--- src/rtl/muldiv_seq.sv ---
// Multi-cycle signed/unsigned multiply and divide unit feeding HI/LO.
// One result bit per cycle: shift-add multiply, restoring divide.
module muldiv_seq #(
  parameter  int WIDTH = 32,
  localparam int CNT_W = $clog2(WIDTH) + 1
) (
  input  logic             clk,
  input  logic             reset,
  input  logic [WIDTH-1:0] A,
  input  logic [WIDTH-1:0] B,
  input  logic [1:0]       op,
  input  logic             start,
  output logic [WIDTH-1:0] HI,
  output logic [WIDTH-1:0] LO,
  output logic             busy,
  output logic             done,
  output logic             div_zero
);

  typedef enum logic [1:0] {
    S_IDLE = 2'd0,
    S_CALC = 2'd1,
    S_FIN  = 2'd2
  } state_t;

  state_t             r_state;
  state_t             w_next;
  logic [CNT_W-1:0]   r_cnt;
  logic               r_is_div;
  logic               r_neg_q;
  logic               r_neg_r;
  logic               r_dz;
  logic [WIDTH-1:0]   r_opnd;
  logic [2*WIDTH-1:0] r_acc;
  logic [WIDTH:0]     r_rem;
  logic [WIDTH-1:0]   r_hi;
  logic [WIDTH-1:0]   r_lo;
  logic               r_busy;
  logic               r_done;
  logic               r_dz_out;

  logic               w_a_neg;
  logic               w_b_neg;
  logic [WIDTH-1:0]   w_a_mag;
  logic [WIDTH-1:0]   w_b_mag;
  logic               w_dz_in;
  logic [WIDTH:0]     w_sum;
  logic [2*WIDTH-1:0] w_mul_nxt;
  logic [WIDTH+1:0]   w_shift;
  logic [WIDTH+1:0]   w_diff;
  logic               w_ge;
  logic [WIDTH:0]     w_rem_nxt;
  logic [WIDTH-1:0]   w_q_nxt;
  logic [2*WIDTH-1:0] w_prod;
  logic [WIDTH-1:0]   w_hi_fin;
  logic [WIDTH-1:0]   w_lo_fin;

  assign HI       = r_hi;
  assign LO       = r_lo;
  assign busy     = r_busy;
  assign done     = r_done;
  assign div_zero = r_dz_out;

  // Operand conditioning at accept and per-cycle multiply/divide step.
  always_comb begin
    w_a_neg   = ~op[0] & A[WIDTH-1];
    w_b_neg   = ~op[0] & B[WIDTH-1];
    w_a_mag   = w_a_neg ? (~A + {{(WIDTH-1){1'b0}}, 1'b1}) : A;
    w_b_mag   = w_b_neg ? (~B + {{(WIDTH-1){1'b0}}, 1'b1}) : B;
    w_dz_in   = op[1] && (B == {WIDTH{1'b0}});

    w_sum     = {1'b0, r_acc[2*WIDTH-1:WIDTH]}
              + (r_acc[0] ? {1'b0, r_opnd} : {(WIDTH+1){1'b0}});
    w_mul_nxt = {w_sum, r_acc[WIDTH-1:1]};

    // The borrow out of the trial subtraction decides the quotient bit.
    w_shift   = {r_rem, r_acc[WIDTH-1]};
    w_diff    = w_shift - {2'b00, r_opnd};
    w_ge      = ~w_diff[WIDTH+1];
    w_rem_nxt = w_ge ? w_diff[WIDTH:0] : w_shift[WIDTH:0];
    w_q_nxt   = {r_acc[WIDTH-2:0], w_ge};
  end

  // Sign correction applied when the result is written back.
  always_comb begin
    w_prod = r_neg_q ? (~r_acc + {{(2*WIDTH-1){1'b0}}, 1'b1}) : r_acc;
    if (r_is_div) begin
      w_lo_fin = r_neg_q ? (~r_acc[WIDTH-1:0] + {{(WIDTH-1){1'b0}}, 1'b1})
                         : r_acc[WIDTH-1:0];
      w_hi_fin = r_neg_r ? (~r_rem[WIDTH-1:0] + {{(WIDTH-1){1'b0}}, 1'b1})
                         : r_rem[WIDTH-1:0];
    end else begin
      w_lo_fin = w_prod[WIDTH-1:0];
      w_hi_fin = w_prod[2*WIDTH-1:WIDTH];
    end
  end

  // Next-state logic.
  always_comb begin
    w_next = r_state;
    case (r_state)
      S_IDLE: begin
        if (start) begin
          w_next = w_dz_in ? S_FIN : S_CALC;
        end else begin
          w_next = S_IDLE;
        end
      end
      S_CALC: begin
        if (r_cnt == CNT_W'(WIDTH - 1)) begin
          w_next = S_FIN;
        end else begin
          w_next = S_CALC;
        end
      end
      S_FIN:   w_next = S_IDLE;
      default: w_next = S_IDLE;
    endcase
  end

  // State register.
  always_ff @(posedge clk) begin
    if (reset) begin
      r_state <= S_IDLE;
    end else begin
      r_state <= w_next;
    end
  end

  // Datapath and registered handshake outputs.
  always_ff @(posedge clk) begin
    if (reset) begin
      r_cnt    <= {CNT_W{1'b0}};
      r_is_div <= 1'b0;
      r_neg_q  <= 1'b0;
      r_neg_r  <= 1'b0;
      r_dz     <= 1'b0;
      r_opnd   <= {WIDTH{1'b0}};
      r_acc    <= {(2*WIDTH){1'b0}};
      r_rem    <= {(WIDTH+1){1'b0}};
      r_hi     <= {WIDTH{1'b0}};
      r_lo     <= {WIDTH{1'b0}};
      r_busy   <= 1'b0;
      r_done   <= 1'b0;
      r_dz_out <= 1'b0;
    end else begin
      r_done   <= 1'b0;
      r_dz_out <= 1'b0;
      case (r_state)
        S_IDLE: begin
          if (start) begin
            r_is_div <= op[1];
            r_neg_q  <= w_a_neg ^ w_b_neg;
            r_neg_r  <= w_a_neg;
            r_dz     <= w_dz_in;
            r_opnd   <= op[1] ? w_b_mag : w_a_mag;
            r_acc    <= {{WIDTH{1'b0}}, (op[1] ? w_a_mag : w_b_mag)};
            r_rem    <= {(WIDTH+1){1'b0}};
            r_cnt    <= {CNT_W{1'b0}};
            r_busy   <= 1'b1;
          end
        end
        S_CALC: begin
          r_cnt <= r_cnt + {{(CNT_W-1){1'b0}}, 1'b1};
          if (r_is_div) begin
            r_rem              <= w_rem_nxt;
            r_acc[WIDTH-1:0]   <= w_q_nxt;
          end else begin
            r_acc <= w_mul_nxt;
          end
        end
        S_FIN: begin
          r_done   <= 1'b1;
          r_busy   <= 1'b0;
          r_dz_out <= r_dz;
          if (!r_dz) begin
            r_hi <= w_hi_fin;
            r_lo <= w_lo_fin;
          end
        end
        default: begin
          r_busy <= 1'b0;
        end
      endcase
    end
  end

endmodule

--- config.mk ---
export PLATFORM = sky130hd
export DESIGN_NAME = muldiv_seq
export DESIGN_NICKNAME = d
export VERILOG_FILES = /design/src/rtl/muldiv_seq.sv
export SDC_FILE = /design/constraint.sdc
export NUM_CORES = 1
export LEC_CHECK = 0
export ABC_AREA = 1
export BUFFER_PORTS_ARGS = -buffer_cell sky130_fd_sc_hd__buf_2
export CORE_ASPECT_RATIO = 1.25
export CORE_MARGIN = 3
export CORE_UTILIZATION = 32
export CTS_CLUSTER_SIZE = 20
export DETAILED_ROUTE_END_ITERATION = 6
export PLACE_DENSITY = 0.45
export SKIP_LAST_GASP = 1
export SYNTH_ARGS = -nofsm -noshare
export SYNTH_HDL_FRONTEND = slang
export SYNTH_SLANG_ARGS = --single-unit
--- constraint.sdc ---
create_clock -name clk -period 3.2 [get_ports clk]
set_input_delay 0.64 -clock clk [delete_from_list [all_inputs] [get_ports clk]]
set_output_delay 0.64 -clock clk [all_outputs]
set_load 0.02 [all_outputs]
==> results.ini, run 1 <==
[timing]
fmaxAchievable_mhz = 354
layout_worst_path_cycle_share = 0.883
pin_slew_with_the_least_headroom_to_its_limit_ns = 0.931
setup_violations = 0
fin_worst_hold_slack_ns = 0.464
timing.slew.headroom = 0.379
skew_ns = 0.0322
grt_setup_unrepaired = false
final_number_of_max_transition_violations = 0
setup-tns-final_ns = 0
final_period_minus_worst_setup_slack_ns = 2.83
final-hold-violation-count = 0

[flow_run]
max_cap_violations = 0

[cts]
cts_setup_buffers = 0
clk_latency_ns = 0.57
cts.path.max_buffers = 3
clock_sink_count = 208
tritoncts_clock_tree = built
cts-buffers-inserted = 26
cts_repair_resize_count = 0
htree_num_levels = 1
clk_transition_reported_paths_ns = 0.06
cts.hold.buffers_added = 0
cts.root.buffer_cell = sky130_fd_sc_hd__clkbuf_16

[floorplanning]
die-width_um = 221
initial_cell_density_of_the_core = 0.326
die_h_um = 274
fp.dieArea_um2 = 60600
rows = 97
core_area_um2 = 56600
ios = 136

[critical_path]
depth_of_the_most_critical_reg_to_reg_path = 13
worst-endpoint-arrival_ns = 3.24
cp_data_required_time_ns = 3.62
cp-start-kind = flip-flop
reg2reg_slack_ns = 0.37
crit_type = reg2reg
worstPathMaxFanout = 6
end_kind = flip-flop

[synth]
synth-edff-count = 0
synthDistinctLibCells = 55
syn_area_um2 = 18400
netlist_top_cells_count = 801 x sky130_fd_sc_hd__nand2_1, 381 x sky130_fd_sc_hd__inv_1, 332 x sky130_fd_sc_hd__nor2_1, 281 x sky130_fd_sc_hd__a21oi_1, 267 x sky130_fd_sc_hd__nand3_1
synth_seq_cells = 208
post_synth.cell_area_avg_um2 = 5.90
async_flop_share = 0
synth.most_common_cell = sky130_fd_sc_hd__nand2_1
synth_cells = 3128
ys_top_cells_by_area = sky130_fd_sc_hd__dfxtp_1 23%, sky130_fd_sc_hd__nand2_1 16%, sky130_fd_sc_hd__inv_1 7.8%
synthesis.nets = 3268
synth.yosys.warnings = 0
yosys_top_cell_by_area = sky130_fd_sc_hd__dfxtp_1
seq_area_frac_synth = 0.226
synth_largest_type_area_fraction = 0.226
ys.flop_type = sky130_fd_sc_hd__dfxtp_1

[placed_design]
io_buffers = 135
dpl.hpwl_um = 70900
routability_congestion = 0.955

[power_and_ir_drop]
cellPowerDensity_nw_per_um2 = 389
ir_worst_vdd_uv = 395
p_leak_nw = 10.3

[global_routing]
grt.overflow.total = 0
total_routing_usage_gr = 0.280
wire_length_of_the_first_global_routing_pass_um = 129000
number_of_global_route_vias_before_repair = 21100
initial_antenna_violation_count = 0
grt_start_max_net_pins = 93

[routing]
drc_errors = 0
route.antenna.remaining_nets = 0
post_drt_via_cell_ratio = 5.38
finalWirelength_um = 86200
wl_per_cell_um = 21.6
drt_iter0_drc = 1493
detailedRoute.firstPassIterationCount = 5
routed-via-count = 21400

[final_layout]
area_growth_pct = 13.0
layout.nets = 3368
antenna-diode-count = 0
final_layout_size_suffix_gt1_frac = 0.100

[status]
outcome = complete, no violations

[worst_hold_path]
hold_path_depth = 3
hold_path_class = in2reg

final cells by class:
cell class	count	area [µm²]
flip-flops and latches	208	4170
clock buffers	38	756
multi-input cells	2407	12300
well taps	742	928
repair buffers	189	1100
fillers	6451	35700
clock inverters	7	105
inverters	396	1490
worst paths after layout:
check | end | from
worst min-delay path | r_opnd[0]$_SDFFE_PP0P_ | B[0]
worst max-delay path | r_acc[61]$_SDFFE_PP0P_ | r_acc[0]$_SDFFE_PP0P_
worst min register to register | HI[0]$_SDFFE_PP0P_ | HI[0]$_SDFFE_PP0P_
worst max register to register | r_acc[61]$_SDFFE_PP0P_ | r_acc[0]$_SDFFE_PP0P_
critical path, cell delays in order (launching register included):
cell                      delay (ns)
sky130_fd_sc_hd__dfxtp_1        0.49
sky130_fd_sc_hd__nand2_1        0.10
sky130_fd_sc_hd__inv_1          0.07
sky130_fd_sc_hd__ha_1           0.20
sky130_fd_sc_hd__inv_1          0.09
sky130_fd_sc_hd__fa_1           0.41
sky130_fd_sc_hd__o21ai_1        0.41
sky130_fd_sc_hd__a21oi_1        0.18
sky130_fd_sc_hd__o21ai_2        0.29
sky130_fd_sc_hd__nand3_1        0.16
sky130_fd_sc_hd__nand2_1        0.10
sky130_fd_sc_hd__nand2_1        0.05
sky130_fd_sc_hd__nand3_1        0.07
sky130_fd_sc_hd__a21oi_1        0.06
metrics by stage:
stage,cells,power [mW],worst slack (ns),cell area [µm²],util
global route,3987,8.49,0.125,20800,0.368
global placement,3942,5.10,0.361,20000,0.353
finish,3987,8.09,0.373,20800,0.368
CTS,3987,8.15,0.356,20800,0.368
floorplan,3128,4.24,0.951,18400,-
detailed placement,3942,5.10,0.380,20000,0.353
sequential cells by signal, summed over array words and instances, names as in the netlist, 2 cells and up:
register and flops:
r_acc 64, r_rem 33, HI 32, LO 32, r_opnd 32, r_cnt 6
r_state 2
power by group:
part / internal, mW / total [mW] / switching [mW]
clock: 1.79 / 3.04 / 1.25
combinational: 0.635 / 2.19 / 1.56
sequential: 2.68 / 2.86 / 0.181
cells in the final DEF, fill, tap and decap left out, drive strengths merged, types with 47 or more instances in the layout:
| cell | synthesis | final |
|---|---|---|
| buf | 42 | 189 |
| a21oi | 290 | 290 |
| nand2 | 819 | 819 |
| nand3 | 287 | 287 |
| nand4 | 47 | 47 |
| xor2 | 53 | 53 |
| nor2 | 345 | 345 |
| inv | 392 | 391 |
| dfxtp | 208 | 208 |
| o21ai | 240 | 240 |
| ha | 69 | 69 |
metal layers:
layer / part of all wire / track usage / wire, µm
met5: 0 / 0 / 0
met4: 0.045 / 0.111 / 3850
met3: 0.037 / 0.0181 / 3200
met2: 0.48 / 0.491 / 41800
met1: 0.43 / 0.356 / 37300
cell families after synthesis:
family / count (synthesis) / share of synthesized area
flip-flops: 208 / 0.226
adder cells (fa/ha/maj): 71 / 0.0490
AND/OR/NAND/NOR: 1581 / 0.371
AO/OA/AOI/OAI: 679 / 0.209
XOR/XNOR: 76 / 0.0361
buffers and inverters: 513 / 0.109
Note: power is estimated with default switching activity, not from simulation.
==> run 2, diff against run 1 <==
--- a/config.mk
+++ b/config.mk
@@ -5,11 +5,11 @@
 export SDC_FILE = /design/constraint.sdc
 export NUM_CORES = 1
 export LEC_CHECK = 0
-export ABC_AREA = 1
 export BUFFER_PORTS_ARGS = -buffer_cell sky130_fd_sc_hd__buf_2
 export CORE_ASPECT_RATIO = 1.25
 export CORE_MARGIN = 3
 export CORE_UTILIZATION = 32
+export CTS_BUF_LIST = sky130_fd_sc_hd__clkbuf_4 sky130_fd_sc_hd__clkbuf_8 sky130_fd_sc_hd__clkbuf_16
 export CTS_CLUSTER_SIZE = 20
 export DETAILED_ROUTE_END_ITERATION = 6
 export PLACE_DENSITY = 0.45
==> run 2 against run 1 <==
The flow now finishes with violations (negative setup slack). Synthesized area shrank 16%. Clock skew is essentially flat. Synthesized cell count shrank 35%. Largest power group unchanged.
==> results.ini, run 2 <==
[critical_path]
timing.critical_path.cells = buf_6 > and2_4 > ha_4 > inv_2 > fa_2 > nor2b_4 > o31a_1 > o211ai_1 > nand2_1 > a221o_1 > a41oi_2 > buf_4 > o21a_1 > o21ai_2 > xor2_1 > a22o_1
worst-endpoint-arrival_ns = 3.66
cp_data_required_time_ns = 3.64
cp_slowest_cell = sky130_fd_sc_hd__a221o_1
path_buf_inv = 3
cp-start-kind = flip-flop
worst_path_largest_cell_delay_ns = 0.41
crit_type = reg2reg
critPathTopFamily = compound AO/OA/AOI/OAI gates
end_kind = flip-flop
worstPathMaxFanout = 3

[synth]
synth-edff-count = 0
synth_seq_cells = 208
syn_area_um2 = 15500
synth_cells = 2025
ys.flop_type = sky130_fd_sc_hd__dfxtp_1
async_flop_share = 0
yosys_top_cell_by_area = sky130_fd_sc_hd__dfxtp_1
synthDistinctLibCells = 82
seq_area_frac_synth = 0.268
synthesis.nets = 2165
post_synth.cell_area_avg_um2 = 7.67
synth_largest_type_area_fraction = 0.268
synth.most_common_cell = sky130_fd_sc_hd__nand2_1
ys_top_cells_by_area = sky130_fd_sc_hd__dfxtp_1 27%, sky130_fd_sc_hd__xor2_1 6.3%, sky130_fd_sc_hd__nand2_1 5.6%
netlist_top_cells_count = 232 x sky130_fd_sc_hd__nand2_1, 219 x sky130_fd_sc_hd__nor2_1, 208 x sky130_fd_sc_hd__dfxtp_1, 143 x sky130_fd_sc_hd__o21ai_0, 140 x sky130_fd_sc_hd__a21oi_1
synth.yosys.warnings = 0

[timing]
final-hold-violation-count = 0
timing.slew.headroom = 0.430
pin_slew_with_the_least_headroom_to_its_limit_ns = 0.855
setup_violations = 1
setup_slack_ns = -0.0206
grt_setup_unrepaired = true
layout_worst_path_cycle_share = 1.01
final_period_minus_worst_setup_slack_ns = 3.22
setup-tns-final_ns = -0.0206
fmaxAchievable_mhz = 311
final_number_of_max_transition_violations = 0
skew_ns = 0.0320

[global_routing]
global_route.usage.met3 = 0.0206
number_of_global_route_vias_before_repair = 15700
total_routing_usage_gr = 0.228
initial_antenna_violation_count = 1
grt.met2_usage = 0.434
grt_util_met1 = 0.264
globalRoute.busiestLayer = met2
grt.overflow.total = 0
wire_length_of_the_first_global_routing_pass_um = 91800
grt_start_max_net_pins = 137

[power_and_ir_drop]
clock_power_share = 0.404
power_switching_share = 0.318
portion_of_total_power_attributed_to_combinational_logic = 0.244
p_int_mw = 5.33
p_leak_nw = 8.42
ir_worst_vdd_uv = 363
finalPower_mw = 7.81
sequentialPowerShare = 0.352
power.switching_mw = 2.48
cellPowerDensity_nw_per_um2 = 388

[cts]
cts.root.buffer_cell = sky130_fd_sc_hd__clkbuf_16
htree_num_levels = 1
tritoncts_clock_tree = built
clock_sink_count = 208
clk_latency_ns = 0.58
clk_transition_reported_paths_ns = 0.06
cts-buffers-inserted = 26
cts.path.max_buffers = 3

[floorplanning]
initial_cell_density_of_the_core = 0.327
rows = 89
core_area_um2 = 47500
die_h_um = 252
fp.dieArea_um2 = 51200
die-width_um = 203
ios = 136

[placed_design]
dpl-instance-area_um2 = 18600
routability_congestion = 0.880
dpl.hpwl_um = 48000
io_buffers = 135

[routing]
route.antenna.remaining_nets = 0
drt_iter0_drc = 752
finalWirelength_um = 61400
post_drt_via_cell_ratio = 5.32
wl_per_cell_um = 20.4
routed-via-count = 16000
detailedRoute.firstPassIterationCount = 5
drc_errors = 0

[final_layout]
area_growth_pct = 29.6
layout.nets = 2489
final_layout_size_suffix_gt1_frac = 0.252
largest_registers = r_acc x64, r_rem x33
antenna-diode-count = 0
largest_register = r_acc
most-common-layout-cells = 280 x sky130_fd_sc_hd__buf_4, 232 x sky130_fd_sc_hd__nand2_1, 211 x sky130_fd_sc_hd__nor2_1, 197 x sky130_fd_sc_hd__dfxtp_1
largest_reg_flops = 64
layout_commonest_cell = sky130_fd_sc_hd__buf_4
fin_area_um2 = 20100
fill_cells = 4954

[status]
outcome = finished, violations left
failing_checks = negative setup slack

[flow_run]
max_cap_violations = 0

[worst_hold_path]
hold_path_class = in2reg

## run 2: cell count changes in the layout (fill, tap and decap cells not counted), moves of 32 or more
cell,previous run,this run
sky130_fd_sc_hd__mux2i_1,0,67
sky130_fd_sc_hd__a22o_1,0,34
sky130_fd_sc_hd__a21oi_1,281,134
sky130_fd_sc_hd__xnor2_1,23,91
sky130_fd_sc_hd__nand4_1,47,11
sky130_fd_sc_hd__a211oi_1,3,56
sky130_fd_sc_hd__buf_4,54,280
sky130_fd_sc_hd__inv_1,380,55
sky130_fd_sc_hd__xor2_1,53,111
sky130_fd_sc_hd__nand2_1,801,232
sky130_fd_sc_hd__nand3_1,267,20
sky130_fd_sc_hd__nor2_1,328,211
sky130_fd_sc_hd__o31ai_1,4,36
sky130_fd_sc_hd__o21ai_0,227,129
## run 2: logic make-up after synthesis
group                      after synthesis  synth area share
xor gates and xnor gates               202             0.114
buffers and inverters                  193            0.0522
and+or+nand+nor                        661             0.198
DFF                                    208             0.268
AOI/OAI and AO/OA                      614             0.260
muxes                                   76            0.0496
adders and majority gates               71            0.0582
## run 2: cell type report
cell class / count / area, µm² / share of cell area
multi-input combinational: 1624 / 11000 / 0.546
sequential: 208 / 4180 / 0.208
inverter: 62 / 238 / 0.0118
clock buffer: 35 / 743 / 0.0369
clock inverter: 13 / 168 / 0.00833
timing repair buffer: 427 / 3000 / 0.149
tap: 637 / 797 / 0.0396
## run 2: tightest hold or removal path: cells and delay by family
kind	cells	cell delay, ns
buffers and inverters	1	0.14
AND/OR/NAND/NOR	1	0.09
AO/OA/AOI/OAI	1	0.06
## run 2: per-layer routing
layer	vias up	part of all wire
met5	-	0.00021
met4	2	0.040
met3	105	0.033
met2	348	0.52
met1	7613	0.40
li1	7927	-
## run 2: metrics by stage
stage	setup WS (ns)	hold WS, ns	std cells	utilization
global route	-0.151	0.412	3006	0.423
global placement	-0.348	0.439	2938	0.390
detailed placement	-0.322	0.446	2938	0.390
finish	-0.0206	0.406	3006	0.423
CTS	-0.0121	0.365	2994	0.414
floorplan	-0.0397	0.425	2025	-
## run 2: what timing repair did
item                       4_1_cts  5_1_grt
pin swaps                       29       44
setup endpoints to repair       47       55
gates resized for setup         38       71
buffers inserted                 7       11
gates cloned                     1        3
hold buffers                     0        0
## run 2: worst paths after layout
check | start | end | depth (start not counted) | slack [ns]
hold reg to reg | r_opnd[12]$_SDFFE_PP0P_ | r_opnd[12]$_SDFFE_PP0P_ | 2 | 0.45
setup reg to reg | r_opnd[0]$_SDFFE_PP0P_ | r_acc[61]$_SDFFE_PP0P_ | 16 | -0.02
setup / recovery | r_opnd[0]$_SDFFE_PP0P_ | r_acc[61]$_SDFFE_PP0P_ | 16 | -0.02
hold / removal | start | r_state[1]$_SDFF_PP0_ | 3 | 0.41
## run 2: power groups by stage
| stage | Sequential [mW] | Combinational (mW) | Clock [mW] |
|---|---|---|---|
| after floorplan | 2.79 | 1.05 | 0 |
| after global placement | 2.80 | 1.81 | 0 |
| after detailed placement | 2.80 | 1.82 | 0 |
| after CTS | 2.75 | 1.85 | 3.23 |
| after global routing | 2.76 | 2.07 | 3.32 |
| final | 2.75 | 1.91 | 3.15 |
